<file path="config.mk">
export PLATFORM = sky130hd
export DESIGN_NAME = mem_access_unit
export DESIGN_NICKNAME = d
export VERILOG_FILES = /design/src/rtl/mem_pkg.sv /design/src/rtl/mem_lane_merge.sv /design/src/rtl/mem_access_unit.sv
export SDC_FILE = /design/constraint.sdc
export NUM_CORES = 1
export LEC_CHECK = 0
export CORE_ASPECT_RATIO = 0.75
export CORE_MARGIN = 4
export CORE_UTILIZATION = 51
export CTS_BUF_LIST = sky130_fd_sc_hd__clkbuf_8
export DETAILED_ROUTE_END_ITERATION = 6
export GPL_ROUTABILITY_DRIVEN = 0
export PLACE_DENSITY = 0.85
export SLEW_MARGIN = 20
export SYNTH_ARGS = -nofsm -noshare
export SYNTH_HDL_FRONTEND = slang
export SYNTH_SLANG_ARGS = --single-unit
</file>
<file path="constraint.sdc">
create_clock -name clk -period 2.4 [get_ports clk]
set_clock_uncertainty 0.1 [all_clocks]
set_input_delay 0.72 -clock clk [delete_from_list [all_inputs] [get_ports clk]]
set_output_delay 0.72 -clock clk [all_outputs]
set_load 0.005 [all_outputs]
</file>
<file path="src/rtl/mem_pkg.sv">
// Shared types and helpers for the data-RAM access unit: op codes, FSM states,
// lane ordering and request classification.
package mem_pkg;

    typedef enum logic [2:0] {
        LW  = 3'd0,
        LH  = 3'd1,
        LHU = 3'd2,
        LB  = 3'd3,
        LBU = 3'd4,
        SW  = 3'd5,
        SH  = 3'd6,
        SB  = 3'd7
    } mem_op_t;

    typedef enum logic [1:0] {
        IDLE = 2'd0,
        RD   = 2'd1,
        WR   = 2'd2,
        RESP = 2'd3
    } mem_state_t;

    // Memory lane k holds byte offset k, so CPU order is the byte-reversed raw word
    function automatic logic [31:0] byte_reverse(input logic [31:0] w);
        return {w[7:0], w[15:8], w[23:16], w[31:24]};
    endfunction

    function automatic logic is_load(input mem_op_t op);
        return (op == LW) || (op == LH) || (op == LHU) || (op == LB) || (op == LBU);
    endfunction

    function automatic logic is_subword_store(input mem_op_t op);
        return (op == SH) || (op == SB);
    endfunction

    function automatic logic misaligned(input mem_op_t op, input logic [1:0] offset);
        logic half_op;
        logic word_op;
        half_op = (op == LH) || (op == LHU) || (op == SH);
        word_op = (op == LW) || (op == SW);
        return (half_op && offset[0]) || (word_op && (offset != 2'b00));
    endfunction

endpackage

</file>
<file path="src/rtl/mem_lane_merge.sv">
// Lane steering between the raw memory word and CPU values: load extraction
// with sign/zero extension and read-modify-write merge for sub-word stores.
module mem_lane_merge
    import mem_pkg::*;
#(
    parameter int DATA_W = 32
) (
    input  logic [DATA_W-1:0] raw,
    input  mem_op_t           op,
    input  logic [1:0]        offset,
    input  logic [DATA_W-1:0] wdata,
    output logic [DATA_W-1:0] load_val,
    output logic [DATA_W-1:0] store_word
);

    function automatic logic [DATA_W-1:0] sext8(input logic signed [7:0] v);
        return DATA_W'(v);
    endfunction

    function automatic logic [DATA_W-1:0] sext16(input logic signed [15:0] v);
        return DATA_W'(v);
    endfunction

    logic [7:0]  lane      [4];
    logic [7:0]  mlane     [4];
    logic [7:0]  byte_sel;
    logic [15:0] half_sel;
    logic [1:0]  hi_idx;
    logic [1:0]  lo_idx;

    always_comb begin
        for (int k = 0; k < 4; k++) begin
            lane[k] = raw[8*k +: 8];
        end
    end

    // Halfwords are always even-aligned here, so offset[1] picks the lane pair
    assign hi_idx   = {offset[1], 1'b0};
    assign lo_idx   = {offset[1], 1'b1};
    assign byte_sel = lane[offset];
    assign half_sel = {lane[hi_idx], lane[lo_idx]};

    always_comb begin
        load_val = '0;
        case (op)
            LW:      load_val = byte_reverse(raw);
            LH:      load_val = sext16(half_sel);
            LHU:     load_val = {{(DATA_W-16){1'b0}}, half_sel};
            LB:      load_val = sext8(byte_sel);
            LBU:     load_val = {{(DATA_W-8){1'b0}}, byte_sel};
            default: load_val = '0;
        endcase
    end

    always_comb begin
        for (int k = 0; k < 4; k++) begin
            mlane[k] = lane[k];
        end
        case (op)
            SB: mlane[offset] = wdata[7:0];
            SH: begin
                mlane[hi_idx] = wdata[15:8];
                mlane[lo_idx] = wdata[7:0];
            end
            default: ;
        endcase
        if (op == SW) begin
            store_word = byte_reverse(wdata);
        end else begin
            store_word = {mlane[3], mlane[2], mlane[1], mlane[0]};
        end
    end

endmodule

</file>
<file path="src/rtl/mem_access_unit.sv">
// CPU-side initiator for the single-port data RAM: one request at a time,
// big-endian CPU view over byte-swapped memory words, RMW for sub-word stores.
module mem_access_unit
    import mem_pkg::*;
#(
    parameter int ADDR_W = 32,
    parameter int DATA_W = 32
) (
    input  logic              clk,
    input  logic              reset,
    input  logic              req_valid,
    output logic              req_ready,
    input  mem_op_t           req_op,
    input  logic [ADDR_W-1:0] req_addr,
    input  logic [DATA_W-1:0] req_wdata,
    output logic              resp_valid,
    output logic [DATA_W-1:0] resp_rdata,
    output logic              resp_err,
    output logic [ADDR_W-1:0] data_address,
    output logic              data_read,
    output logic              data_write,
    output logic [DATA_W-1:0] data_writedata,
    input  logic [DATA_W-1:0] data_readdata
);

    mem_state_t        state;
    mem_op_t           op_p0;
    logic [1:0]        off_p0;
    logic [DATA_W-1:0] wdata_p0;
    logic [DATA_W-1:0] load_val;
    logic [DATA_W-1:0] store_word;

    assign req_ready = (state == IDLE);

    mem_lane_merge #(.DATA_W(DATA_W)) u_lane_merge (
        .raw        (data_readdata),
        .op         (op_p0),
        .offset     (off_p0),
        .wdata      (wdata_p0),
        .load_val   (load_val),
        .store_word (store_word)
    );

    always_ff @(posedge clk) begin
        if (reset) begin
            state          <= IDLE;
            op_p0          <= LW;
            off_p0         <= '0;
            wdata_p0       <= '0;
            data_read      <= 1'b0;
            data_write     <= 1'b0;
            data_address   <= '0;
            data_writedata <= '0;
            resp_valid     <= 1'b0;
            resp_rdata     <= '0;
            resp_err       <= 1'b0;
        end else begin
            data_read  <= 1'b0;
            data_write <= 1'b0;
            resp_valid <= 1'b0;
            case (state)
                // Accept: strobes are registered, so they are set up for the next state here
                IDLE: begin
                    if (req_valid) begin
                        op_p0    <= req_op;
                        off_p0   <= req_addr[1:0];
                        wdata_p0 <= req_wdata;
                        if (misaligned(req_op, req_addr[1:0])) begin
                            state      <= RESP;
                            resp_valid <= 1'b1;
                            resp_err   <= 1'b1;
                        end else if (req_op == SW) begin
                            state          <= WR;
                            data_write     <= 1'b1;
                            data_address   <= {req_addr[ADDR_W-1:2], 2'b00};
                            data_writedata <= byte_reverse(req_wdata);
                        end else begin
                            state        <= RD;
                            data_read    <= 1'b1;
                            data_address <= {req_addr[ADDR_W-1:2], 2'b00};
                        end
                    end
                end
                // Raw word is consumed straight off the combinational RAM read at the end of RD
                RD: begin
                    if (is_subword_store(op_p0)) begin
                        state          <= WR;
                        data_write     <= 1'b1;
                        data_writedata <= store_word;
                    end else begin
                        state        <= RESP;
                        resp_valid   <= 1'b1;
                        resp_err     <= 1'b0;
                        resp_rdata   <= load_val;
                        data_address <= '0;
                    end
                end
                WR: begin
                    state        <= RESP;
                    resp_valid   <= 1'b1;
                    resp_err     <= 1'b0;
                    data_address <= '0;
                end
                RESP: begin
                    state <= IDLE;
                end
                default: begin
                    state <= IDLE;
                end
            endcase
        end
    end

endmodule

</file>
==> results.toml, run 1 <==
[run]
maxCapViolations = 0

[floorplan]
io_pins = 203
rows = 39
die_x_um = 154
die_y_um = 117
initial_core_util_pct = 52.6
core-area_mm2 = 0.0154
die_area_mm2 = 0.0180

[layout]
num-nets-final = 1330
final_area_mm2 = 0.0109
drive_gt1_share_pct = 11.3
area_growth_pct = 34.2
layout_common_cells = "clkdlybuf4s50_1 (198), nand2_1 (142), dfxtp_1 (136), nor2b_1 (79), o21ai_0 (69)"
final_util_pct = 70.6
final_common_cell = "clkdlybuf4s50_1"
diodes = 0

[sta]
fin_crit_sh_pct = 97.2
slew_headroom_pct = 31.7
clock.fmax_mhz = 429
rsz0062_at_grt = "false"
drv_slew = 0
setup_viol = 0
worst_pin_slew_ns = 1.02
min_period_ns = 2.33
finalHoldViolCount = 0

[clock_tree]
cts.clk_slew.worst_paths_ns = 0.08
numCtsBuffers = 17
cts_root_buf = "clkbuf_8"
htreeDepth = 4
post_cts_buffers = 0
clkSinkCount = 137
clkLatencyLatePin_ns = 0.45
cts_hold_buf = 0
cts_tree = "built"
clockBufferDepth = 2
post_cts_resized = 6

[drt]
first_iter_violations = 1187
routed_via_density = 6.34
wire_per_inst_um = 20.2
ant_nets = 0
via_count = 9136
drt_pass1_iterations = 6
post-route-drc-count = 0
totalWireLength_um = 29100

[synthesis]
syn-cell-area_mm2 = 0.00812
yosysTopAreaCell = "dfxtp_1"
syn-mean-instance-area_um2 = 7.73
syn-instance-count = 1050
synth_ff_type = "dfxtp_1"
ys_ff_latch = 137
synth.area.top_cells = "dfxtp_1 (34%), nand2_1 (6.6%), nor2b_1 (6.1%), o21ai_0 (4.3%), a21oi_1 (3.1%)"
synth-edff-count = 0
yosysWarnings = 0
synthArstFlopShare_pct = 0
synth-seq-area-share_pct = 33.8
ys_types = 65
synth.top_cell.area_share_pct = 33.8

[power_and_ir_drop]
power.leakage_uw = 0.00387
power_density_mw_per_mm2 = 1010
irDropWorstVdd_mv = 0.579

[global_routing]
grt_overflow = 0
busiest_layer = "met2"
grt_usage_pct = 30.9
grt_max_degree = 83
met2_usage_pct = 46.1
grt_pass1_vias = 8522
grt_util_met3_pct = 8.01
antenna_found_initial = 0
use_met1_pct = 43.6
grt_pass1_wl_um = 45200

[placed_design]
placed_area_mm2 = 0.0105
place_hpwl_um = 20500
portBuffers = 200

[critical_path]
cp-end-kind = "flip-flop"
worstSetupStartpointType = "input pin"
crit_required_ns = 2.57
crit_arrival_ns = 2.50
cpMaxStageDelayCell = "nor2_2"
crit_fanout = 16
crit_chain = "clkdlybuf4s50_1, and3b_1, a32oi_4, nor2_2, a311oi_1"
critical_path_class = "in -> reg"
max_stage_delay_ns = 0.58

[status]
outcome = "finished, final reports clean"

[min_path]
hold_path.class = "reg -> reg"
## final cells by class
type	count	area [um^2]
Clock buffer	20	275
Clock inverter	12	125
Fill cell	1229	4530
Inverter	16	60.1
Multi-Input combinational cell	783	4810
Sequential cell	137	2740
Tap cell	205	256
Timing Repair Buffer	269	2620
## critical path, delay by kind of cell
| family | cells | cell delay (ns) |
|---|---|---|
| buffers and inverters | 1 | 0.47 |
| AND/OR/NAND/NOR | 2 | 0.92 |
| AO/OA/AOI/OAI | 2 | 0.40 |
## routing by layer
| metal | part of all wire (%) | vias to the layer above |
|---|---|---|
| met5 | 0 | - |
| met1 | 43 | 4254 |
| li1 | - | 4203 |
| met2 | 42 | 590 |
| met4 | 3.1 | 0 |
| met3 | 12 | 89 |
## stage by stage
| step | total power, uW | hold WS (ns) | instances | TNS, ns | worst slack (ns) |
|---|---|---|---|---|---|
| global placement | 8800 | 0.337 | 1410 | -8.45 | -0.261 |
| detailed placement | 8920 | 0.344 | 1410 | -11.41 | -0.314 |
| global route | 11600 | 0.371 | 1442 | 0 | 0.0184 |
| floorplan | 6530 | 0.331 | 1051 | 0 | 0.290 |
| CTS | 10900 | 0.356 | 1442 | 0 | 0.119 |
| finish | 11000 | 0.356 | 1442 | 0 | 0.0676 |
## power by group
group	total (uW)	internal (uW)	switching, uW
sequential	3550	2980	578
clock	1930	999	932
combinational	5510	2600	2920
total	11000	6570	4430
## sequential cells by signal, summed over array words and instances (netlist names)
| register | count |
|---|---|
| resp_rdata | 32 |
| wdata_p0 | 32 |
| resp_err | 1 |
| data_writedata | 32 |
| off_p0 | 2 |
| state | 2 |
| resp_valid | 1 |
| data_read | 1 |
| data_address | 30 |
| data_write | 1 |
| op_p0 | 3 |
## Yosys cell counts, drive strengths merged (9+ instances only)
| library cell | instances |
|---|---|
| a22oi | 16 |
| a211o | 9 |
| inv | 16 |
| clkbuf | 63 |
| nor2b | 79 |
| buf | 52 |
| nand2b | 18 |
| a21oi | 51 |
| a32oi | 10 |
| nand3 | 41 |
| o41ai | 9 |
| nand4 | 38 |
| dfxtp | 137 |
| a221oi | 17 |
| nor3b | 33 |
| a32o | 16 |
| mux2i | 11 |
| a31oi | 31 |
| o21ai | 77 |
| o22ai | 16 |
| nand2 | 143 |
| nor2 | 60 |
| nor4 | 9 |
## worst paths after layout
path	endpoint	cells past startpoint	slack, ns	from
setup reg to reg	data_writedata[22]	6	0.12	state[1]
hold / removal	wdata_p0[21]	2	0.36	wdata_p0[21]
setup / recovery	data_writedata[7]	5	0.07	req_op[1]
hold reg to reg	wdata_p0[21]	2	0.36	wdata_p0[21]
## kinds of logic after synthesis
logic type	Yosys count	share of synthesized area, %
other	1	0.0462
adders and majority gates	5	0.755
buffers and inverters	131	7.46
AOI/OAI and AO/OA	317	27.5
and+or+nand+nor	446	28.8
muxes	12	1.54
xor gates and xnor gates	1	0.108
DFF	137	33.8
No activity file was read; power rests on OpenSTA's default activity.
==> inputs of run 2 (changes only) <==
--- a/config.mk
+++ b/config.mk
@@ -11,8 +11,9 @@
 export CTS_BUF_LIST = sky130_fd_sc_hd__clkbuf_8
 export DETAILED_ROUTE_END_ITERATION = 6
 export GPL_ROUTABILITY_DRIVEN = 0
-export PLACE_DENSITY = 0.85
+export PLACE_DENSITY = 0.87
 export SLEW_MARGIN = 20
 export SYNTH_ARGS = -nofsm -noshare
 export SYNTH_HDL_FRONTEND = slang
+export SYNTH_HIERARCHICAL = 1
 export SYNTH_SLANG_ARGS = --single-unit
==> run 2 against run 1 <==
Via count down 15%; critical path type is now reg -> reg; die area down 5.8%; largest power group unchanged; design area down 4.7%.
==> results.toml, run 2 <==
[status]
outcome = "finished, final reports clean"

[power_and_ir_drop]
power_density_mw_per_mm2 = 1040
power.leakage_uw = 0.00398
irDropWorstVdd_mv = 0.807

[global_routing]
grt_overflow = 0
grt_max_degree = 69
grt_pass1_wl_um = 38800
antenna_found_initial = 1
grt_usage_pct = 28.5
grt_pass1_vias = 7377

[drt]
totalWireLength_um = 24700
routed_via_density = 5.85
ant_nets = 0
post-route-drc-count = 0
via_count = 7745
wire_per_inst_um = 18.7
first_iter_violations = 817
drt_pass1_iterations = 6

[sta]
setup_viol = 0
finalHoldViolCount = 0
setup_tns_ns = 0
worst_pin_slew_ns = 0.701
min_period_ns = 2.25
rsz0062_at_grt = "false"
slew_headroom_pct = 53.2
fin_crit_sh_pct = 93.6
clock.fmax_mhz = 445
drv_slew = 0

[critical_path]
crit_path_end = "data_writedata[19]"
crit_arrival_ns = 2.49
reg2reg_from = "op_p0[0]"
crit_fanout = 13
crit_required_ns = 2.64
r2r-end = "data_writedata[19]"
cpMaxStageDelayCell = "dfxtp_1"
cp-startpoint = "op_p0[0]"
critical_path_class = "reg -> reg"
r2r_cells = 7
worstSetupStartpointType = "flip-flop"
crit_chain = "nor2_1, buf_4, a21oi_1, and3_1, o21ai_0, mux2i_1, a311oi_1"
cp-end-kind = "flip-flop"
max_stage_delay_ns = 0.60
r2r_slack_ns = 0.15

[floorplan]
die_x_um = 149
die_y_um = 114
core-area_mm2 = 0.0145
io_pins = 203
rows = 38
initial_core_util_pct = 52.3
die_area_mm2 = 0.0170

[synthesis]
syn-instance-count = 910
synthArstFlopShare_pct = 0
synth.area.top_cells = "dfxtp_1 (36%), mux2i_1 (11%), nand2_1 (10%), a21oi_1 (6.7%), o22ai_1 (3.3%)"
yosysMostFrequentCell = "nand2_1"
syn-mean-instance-area_um2 = 8.37
ys_types = 58
syn-cell-area_mm2 = 0.00761
yosysWarnings = 6
synth-edff-count = 0
synth-seq-area-share_pct = 36.0
ys_top_cells_by_count = "nand2_1 (202), dfxtp_1 (137), a21oi_1 (102), mux2i_1 (81), o22ai_1 (40)"
ys_ff_latch = 137
yosysTopAreaCell = "dfxtp_1"
synth.top_cell.area_share_pct = 36.0
synth_ff_type = "dfxtp_1"

[layout]
final_area_mm2 = 0.0104
num-nets-final = 1216
final_common_cell = "nand2_1"
drive_gt1_share_pct = 12.4
top_regs = "data_writedata (32), resp_rdata (32), wdata_p0 (32)"
nFillCells = 1126
area_growth_pct = 36.3
layout_common_cells = "nand2_1 (202), clkdlybuf4s50_1 (198), dfxtp_1 (134), a21oi_1 (102), mux2i_1 (81)"
diodes = 0

[clock_tree]
numCtsBuffers = 17
clkLatencyLatePin_ns = 0.46
clockBufferDepth = 2
htreeDepth = 4
cts.clk_slew.worst_paths_ns = 0.09
cts_root_buf = "clkbuf_8"
cts_hold_buf = 0
cts_tree = "built"
clkSinkCount = 137

[placed_design]
place_hpwl_um = 18000
portBuffers = 200
placed_area_mm2 = 0.00998

[run]
maxCapViolations = 0

[min_path]
hold_path.class = "reg -> reg"
==> run 2: cell count changes in the layout (fill, tap and decap cells not counted), sizes merged, moves of 38 or more <==
cell,change
a21oi,+51
mux2i,+70
nand2,+60
nand4,-38
nor2,-41
nor2b,-70
o21ai,-57
==> run 2: what timing repair did <==
item	in CTS	in global routing
hold endpoints to repair	0	0
setup buffers	0	0
gates resized for setup	7	1
setup endpoints to repair	1	1
==> run 2: layer usage <==
metal	global-route usage (%)	vias to the layer above	part of all wire, %
li1	-	3643	-
met5	0	-	0.053
met3	7.59	61	11
met2	45.1	428	46
met1	38.4	3611	41
met4	8.72	2	2.4
==> run 2: layout make-up <==
class	count	area [um^2]	share of cell area, %
Multi-Input combinational cell	681	4400	42.4
Sequential cell	137	2750	26.5
Timing Repair Buffer	260	2550	24.6
Tap cell	200	250	2.41
Clock buffer	17	234	2.25
Clock inverter	15	145	1.40
Inverter	13	48.8	0.470
==> run 2: worst min path at each step <==
stage	slack, ns	depth (start not counted)	to	start
global route	0.38	2	data_address[13]	data_address[13]
CTS	0.36	2	wdata_p0[25]	wdata_p0[25]
global placement	0.34	2	data_address[16]	data_address[16]
floorplan	0.34	2	wdata_p0[24]	wdata_p0[24]
finish	0.36	2	wdata_p0[17]	wdata_p0[17]
detailed placement	0.35	2	wdata_p0[17]	wdata_p0[17]
==> run 2: cell families (layout without fill, tap and decap cells) <==
| logic type | count (synthesis) | in the layout | share of synthesized area [%] |
|---|---|---|---|
| AO/OA/AOI/OAI | 245 | 245 | 21.3 |
| multiplexers | 98 | 98 | 14.3 |
| AND/OR/NAND/NOR | 332 | 332 | 21.2 |
| other | 1 | 2 | 0.0493 |
| flip-flops | 137 | 137 | 36.0 |
| adder cells (fa/ha/maj) | 4 | 4 | 0.657 |
| buffers and inverters | 93 | 305 | 6.44 |
==> run 2: metrics by stage <==
| step | utilization (%) | worst slack [ns] | hold WS (ns) | std cells | power (uW) |
|---|---|---|---|---|---|
| final | 71.3 | 0.153 | 0.360 | 1323 | 10800 |
| after global routing | 71.3 | 0.00179 | 0.382 | 1323 | 11400 |
| after CTS | 71.3 | 0.182 | 0.363 | 1323 | 10700 |
| after detailed placement | 68.6 | -0.303 | 0.349 | 1291 | 8780 |
| after global placement | 68.6 | -0.188 | 0.341 | 1291 | 8600 |
| after floorplan | - | 0.288 | 0.337 | 911 | 6640 |
==> run 2: critical path: cells and delay by family (launching register included) <==
kind                   cells  cell delay, ns
buffers and inverters      1            0.17
AO/OA/AOI/OAI              3            0.66
AND/OR/NAND/NOR            2            0.40
flip-flops                 1            0.60
multiplexers               1            0.19
==> run 2: power breakdown <==
part / switching [uW] / internal [uW]
Combinational: 2710 / 2780
Clock: 1100 / 780
Sequential: 468 / 2920
Total: 4280 / 6470
